--- config.mk ---
export PLATFORM = sky130hd
export DESIGN_NAME = seg7_scan_mux
export DESIGN_NICKNAME = d
export VERILOG_FILES = /design/src/rtl/seg7_scan_mux.sv
export SDC_FILE = /design/constraint.sdc
export NUM_CORES = 1
export LEC_CHECK = 0
export ABC_AREA = 1
export CAP_MARGIN = 20
export CORE_AREA = 2 2 83 85
export DETAILED_ROUTE_END_ITERATION = 7
export DIE_AREA = 0 0 85 87
export GPL_ROUTABILITY_DRIVEN = 0
export PLACE_DENSITY = 0.76
export SYNTH_ARGS = -nofsm -noshare
export SYNTH_HDL_FRONTEND = slang
export SYNTH_SLANG_ARGS = --single-unit
--- constraint.sdc ---
create_clock -name clock -period 2.6 [get_ports clock]
set_input_delay 0.78 -clock clock [delete_from_list [all_inputs] [get_ports clock]]
set_output_delay 0.78 -clock clock [all_outputs]
set_load 0.005 [all_outputs]
--- src/rtl/seg7_scan_mux.sv ---
`default_nettype none
// ============================================================================
//  Module   : seg7_scan_mux
//  Purpose  : Time-multiplexed 7-segment display driver. Scans PAIRS two-digit
//             segment words onto one shared, active-low segment bus. Each digit
//             gets one slot that starts with a blanking gap. Fields selected by
//             blink_mask are blanked on alternate blink half-periods.
//  Revision : 1.0  initial release
// ----------------------------------------------------------------------------
//  Ports
//    clock        in   1         system clock, rising edge
//    reset        in   1         asynchronous, active-low reset
//    enable       in   1         1 = scan, 0 = display dark
//    digits_7seg  in   14*PAIRS  field p at [14p+13:14p]; digit k at [7k+6:7k]
//                                (digit 2p = ones, 2p+1 = tens of field p)
//    blink_mask   in   PAIRS     bit p = 1 blinks field p
//    seg          out  7         segment bus, active-low (7'h7F = dark)
//    dig_sel      out  2*PAIRS   digit select, active-low one-hot
//    frame_tick   out  1         pulse on the last clock of each full frame
// ============================================================================
module seg7_scan_mux #(
   parameter int PAIRS        = 3,
   parameter int DIGIT_CYCLES = 50000,
   parameter int BLANK_CYCLES = 500,
   parameter int BLINK_FRAMES = 64
) (
   input  logic                 clock,
   input  logic                 reset,
   input  logic                 enable,
   input  logic [14*PAIRS-1:0]  digits_7seg,
   input  logic [PAIRS-1:0]     blink_mask,
   output logic [6:0]           seg,
   output logic [2*PAIRS-1:0]   dig_sel,
   output logic                 frame_tick
);

   localparam int NDIG = 2 * PAIRS;
   localparam int CW   = (DIGIT_CYCLES > 1) ? $clog2(DIGIT_CYCLES) : 1;
   localparam int KW   = (NDIG > 1)         ? $clog2(NDIG)         : 1;
   localparam int FW   = (BLINK_FRAMES > 1) ? $clog2(BLINK_FRAMES) : 1;

   localparam logic [CW-1:0]   CNT_LAST   = CW'(DIGIT_CYCLES - 1);
   localparam logic [CW-1:0]   BLANK_END  = CW'(BLANK_CYCLES);
   localparam logic [KW-1:0]   K_LAST     = KW'(NDIG - 1);
   localparam logic [FW-1:0]   FRAME_LAST = FW'(BLINK_FRAMES - 1);
   localparam logic [NDIG-1:0] SEL_ONE    = NDIG'(1);
   localparam logic [6:0]      SEG_DARK   = 7'h7F;

   // IDLE covers both post-reset and enable=0: the first enabled edge out of
   // IDLE lands on slot 0, cnt 0, so a restart always begins with a blank gap.
   typedef enum logic [0:0] {
      ST_IDLE = 1'b0,
      ST_SCAN = 1'b1
   } state_t;

   state_t              state, state_nx;
   logic [CW-1:0]       cnt, cnt_nx;
   logic [KW-1:0]       k, k_nx;
   logic [FW-1:0]       frame, frame_nx;
   logic                blink, blink_nx;
   logic [6:0]          pat, pat_nx;

   logic [6:0]          seg_nx;
   logic [NDIG-1:0]     sel_nx;
   logic                tick_nx;

   logic [6:0]          cur_digit;
   logic                cur_mask;
   logic                in_blank;

   // ------------------------------------------------------------------------
   // State register
   // ------------------------------------------------------------------------
   always_ff @(posedge clock or negedge reset) begin
      if (!reset) begin
         state      <= ST_IDLE;
         cnt        <= '0;
         k          <= '0;
         frame      <= '0;
         blink      <= 1'b0;
         pat        <= SEG_DARK;
         seg        <= SEG_DARK;
         dig_sel    <= '1;
         frame_tick <= 1'b0;
      end else begin
         state      <= state_nx;
         cnt        <= cnt_nx;
         k          <= k_nx;
         frame      <= frame_nx;
         blink      <= blink_nx;
         pat        <= pat_nx;
         seg        <= seg_nx;
         dig_sel    <= sel_nx;
         frame_tick <= tick_nx;
      end
   end

   // ------------------------------------------------------------------------
   // Next-state: slot counter, digit index, frame counter, blink phase.
   // The frame counter and blink phase are left alone while disabled.
   // ------------------------------------------------------------------------
   always_comb begin
      state_nx = state;
      cnt_nx   = cnt;
      k_nx     = k;
      frame_nx = frame;
      blink_nx = blink;

      if (!enable) begin
         state_nx = ST_IDLE;
         cnt_nx   = '0;
         k_nx     = '0;
      end else begin
         case (state)
            ST_IDLE: begin
               state_nx = ST_SCAN;
               cnt_nx   = '0;
               k_nx     = '0;
            end
            ST_SCAN: begin
               if (cnt == CNT_LAST) begin
                  cnt_nx = '0;
                  if (k == K_LAST) begin
                     k_nx = '0;
                     if (frame == FRAME_LAST) begin
                        frame_nx = '0;
                        blink_nx = ~blink;
                     end else begin
                        frame_nx = frame + 1'b1;
                     end
                  end else begin
                     k_nx = k + 1'b1;
                  end
               end else begin
                  cnt_nx = cnt + 1'b1;
               end
            end
            default: begin
               state_nx = ST_IDLE;
               cnt_nx   = '0;
               k_nx     = '0;
            end
         endcase
      end
   end

   // Blank phase of the upcoming cycle. With no blank gap the comparison would
   // be against zero, so it is dropped entirely.
   generate
      if (BLANK_CYCLES == 0) begin : g_no_blank
         assign in_blank = 1'b0;
      end else begin : g_blank
         assign in_blank = (cnt_nx < BLANK_END);
      end
   endgenerate

   // Pattern and blink-mask bit of the digit the next cycle will show.
   always_comb begin
      cur_digit = SEG_DARK;
      cur_mask  = 1'b0;
      for (int i = 0; i < NDIG; i++) begin
         if (k_nx == KW'(i)) begin
            cur_digit = digits_7seg[7*i +: 7];
            cur_mask  = blink_mask[i/2];
         end
      end
   end

   // ------------------------------------------------------------------------
   // Outputs are computed from the next state and registered with it, so no
   // input reaches a pin without passing through a flop. The pattern is
   // latched on the edge entering the active phase and shown on that same
   // edge. Later input changes wait for the next slot.
   // ------------------------------------------------------------------------
   always_comb begin
      pat_nx  = pat;
      seg_nx  = SEG_DARK;
      sel_nx  = '1;
      tick_nx = 1'b0;

      if (enable) begin
         tick_nx = (k_nx == K_LAST) && (cnt_nx == CNT_LAST);
         if (cnt_nx == BLANK_END) begin
            pat_nx = cur_digit;
         end
         if (!in_blank) begin
            sel_nx = ~(SEL_ONE << k_nx);
            // A blinked digit keeps its select asserted and only darkens seg.
            seg_nx = (blink_nx && cur_mask) ? SEG_DARK : pat_nx;
         end
      end
   end

endmodule
`default_nettype wire

==> flow_metrics.env <==
export IMPL_drive_gt1_share_pct=23.0
export IMPL_final_setup_skew_ns=0.00931
export IMPL_hold_class="in -> async"
export IMPL_holdWs_ns=0.472
export IMPL_post_place_ws_ns=-0.167
export IMPL_slew_headroom_pct=60.1
export IMPL_synth_area_per_cell_sq_um=7.54
export IMPL_grt_total_usage_pct=22.4
export IMPL_outcome="complete, no violations"
export IMPL_leakage_nw=2.03
export IMPL_coreArea_sq_um=6570
export IMPL_routed_wl_met3_um=299
export IMPL_power_density_nw_per_um2=322
export IMPL_slew_viol_final=0
export IMPL_slowest_delay_ns=0.48
export IMPL_max_freq_mhz=406
export IMPL_peakVddDrop_mv=0.195
export IMPL_layout_commonest_cell="nand2_1"
export IMPL_drtPass1Iterations=4
export IMPL_m1WireLength_um=3480
export IMPL_path_class="in -> reg"
export IMPL_ys_ff_latch=48
export IMPL_cts_setup_buffers=0
export IMPL_syn_to_final_growth_pct=31.2
export IMPL_nets=561
export IMPL_finalWorstSetupSlack_ns=0.135
export IMPL_ios=62
export IMPL_crit_required_ns=2.84
export IMPL_yosysSeqAreaShare_pct=38.9
export IMPL_topRoutingLayerUsed="met4"
export IMPL_wl_per_cell_um=13.0
export IMPL_grt_max_degree=25
export IMPL_cts_tree="done"
export IMPL_critical_path_top_delay_family="simple AND/OR/NAND/NOR gates"
export IMPL_rsz0062_at_grt="no"
export IMPL_clkSinkCount=48
export IMPL_vias=2947
export IMPL_cts_max_level=2
export IMPL_fillers=554
export IMPL_crit_top_cell="nand2_2"
export IMPL_hpwl_um=6190
export IMPL_start_util_pct=48.0
export IMPL_cp_num_buf_inv=3
export IMPL_layout_min_cycle_time_ns=2.47
export IMPL_syn_num_nets=468
export IMPL_syn_inst=418
export IMPL_final_cell_mix="112 x nand2_1, 61 x inv_1, 60 x clkdlybuf4s50_1"
export IMPL_met2_length_um=3760
export IMPL_crit_arrival_ns=2.70
export IMPL_die_area_sq_um=7400
export IMPL_p_total_mw=1.33
export IMPL_drv_cap=0
export IMPL_die_height_um=87
export IMPL_grt_pass1_vias=3004
export IMPL_ant_nets=0
export IMPL_antenna_cells=0
export IMPL_critPathLaunchType="primary input"
export IMPL_avgViaCountPerCell=4.98
export IMPL_yosys_warnings=0
export IMPL_drt_total_wl_um=7700
export IMPL_antenna_found_initial=0
export IMPL_hold_violations=0
export IMPL_hold_buffers=0
export IMPL_row_count=30
export IMPL_cts_max_path_buffers=2
export IMPL_r2r_slack_ns=0.31
export IMPL_ctsResizeCount=0
export IMPL_fin_crit_sh_pct=94.8
export IMPL_grt_pass1_wl_um=13200
export IMPL_numPortBuffers=61
export IMPL_die_x_um=85
export IMPL_remaining_drc_errors=0
export IMPL_globalRoute_totalOverflow=0
export IMPL_numCtsBuffers=5
export IMPL_synth_distinct_cells=36
export IMPL_cts_root_buf="clkbuf_8"
export IMPL_setup_violations_final=0
export IMPL_clk_latency_ns=0.30
export IMPL_critPathSlowestCell="clkdlybuf4s50_1"
export IMPL_drt_first_iter_violations=160
export IMPL_worstMarginPinSlew_ns=0.598
export IMPL_end_kind="register"
export IMPL_syn_area_sq_um=3150
export IMPL_crit_fanout=7
export IMPL_clkTransAtPathRegs_ns=0.09
export IMPL_worstPathCellList="clkdlybuf4s50_1, nand2_1, inv_2, nand2_8, inv_6, nand2_2, a21oi_2, nor2_4, nand2_4, or2_1, nand2_2, nand3_1"
## path summary, 6_finish.rpt
path | depth (start not counted) | start | end
setup / recovery | 12 | enable | seg[0]$_DFF_PN1_
hold / removal | 1 | reset | cnt[7]$_DFF_PN0_
setup reg to reg | 14 | cnt[0]$_DFF_PN0_ | seg[6]$_DFF_PN1_
hold reg to reg | 1 | frame[4]$_DFFE_PN0P_ | frame[4]$_DFFE_PN0P_
max in group asynchronous | 2 | reset | dig_sel[1]$_DFF_PN1_
min in group clock | 1 | frame[4]$_DFFE_PN0P_ | frame[4]$_DFFE_PN0P_
## registers in the layout, summed over array words and instances, names as in the netlist
name and cells:
blink 1, cnt 16, dig_sel 6, frame 6
frame_tick 1, k 3, pat 7, seg 7
state 1
## kinds of logic (layout without fill, tap and decap cells)
| kind of cell | Yosys count | count (layout) | synth area share (%) |
|---|---|---|---|
| AND/OR/NAND/NOR | 279 | 279 | 46.9 |
| buffers and inverters | 76 | 170 | 10.2 |
| flip-flops | 48 | 48 | 38.9 |
| AO/OA/AOI/OAI | 6 | 6 | 1.15 |
| XOR/XNOR | 6 | 6 | 1.67 |
| adder cells (fa/ha/maj) | 2 | 2 | 0.794 |
| multiplexers | 1 | 1 | 0.357 |
## synthesized netlist by cell type, drive strengths merged
library cell	count	share of area, %
nand3b	7	1.7
nand3	54	11
mux2	1	0.36
ha	2	0.79
xor2	4	1.1
inv	68	8.3
o21bai	1	0.24
xnor2	2	0.56
or2	1	0.20
o21ai	3	0.48
a21oi	2	0.44
nand4	26	5.4
buf	7	1.8
clkinv	1	0.16
nor2	49	7.7
nor3b	1	0.24
dfrtp	28	22
dfstp	20	17
nand2	130	18
nor3	11	2.3
## stage by stage
step | cells | area [sq um] | TNS (ns) | utilization (%)
global placement | 584 | 4050 | -0.897 | 61.7
floorplan | 418 | 3150 | 0 | -
global route | 592 | 4140 | 0 | 63.0
detailed placement | 584 | 4050 | -2.07 | 61.7
finish | 592 | 4140 | 0 | 63.0
CTS | 592 | 4140 | 0 | 63.0
## power by group
| part | total [mW] | switching, mW | internal, mW |
|---|---|---|---|
| sequential | 0.752 | 0.00163 | 0.750 |
| clock | 0.441 | 0.251 | 0.189 |
| combinational | 0.137 | 0.0547 | 0.0824 |
## routing by layer
metal	vias up	track usage, %
met2	83	38.9
li1	1509	-
met3	12	3.13
met5	-	0
met1	1343	28.2
met4	0	8.66
## cell type report
type                            count  area (sq um)  share of cell area [%]
Multi-Input combinational cell    294          1600                    38.8
Clock buffer                        7          76.3                    1.85
Clock inverter                      1          5.00                   0.121
Inverter                           69           265                    6.41
Sequential cell                    48          1230                    29.7
Tap cell                           80           100                    2.42
Timing Repair Buffer               93           858                    20.8
Note: power is estimated with default switching activity, not from simulation.
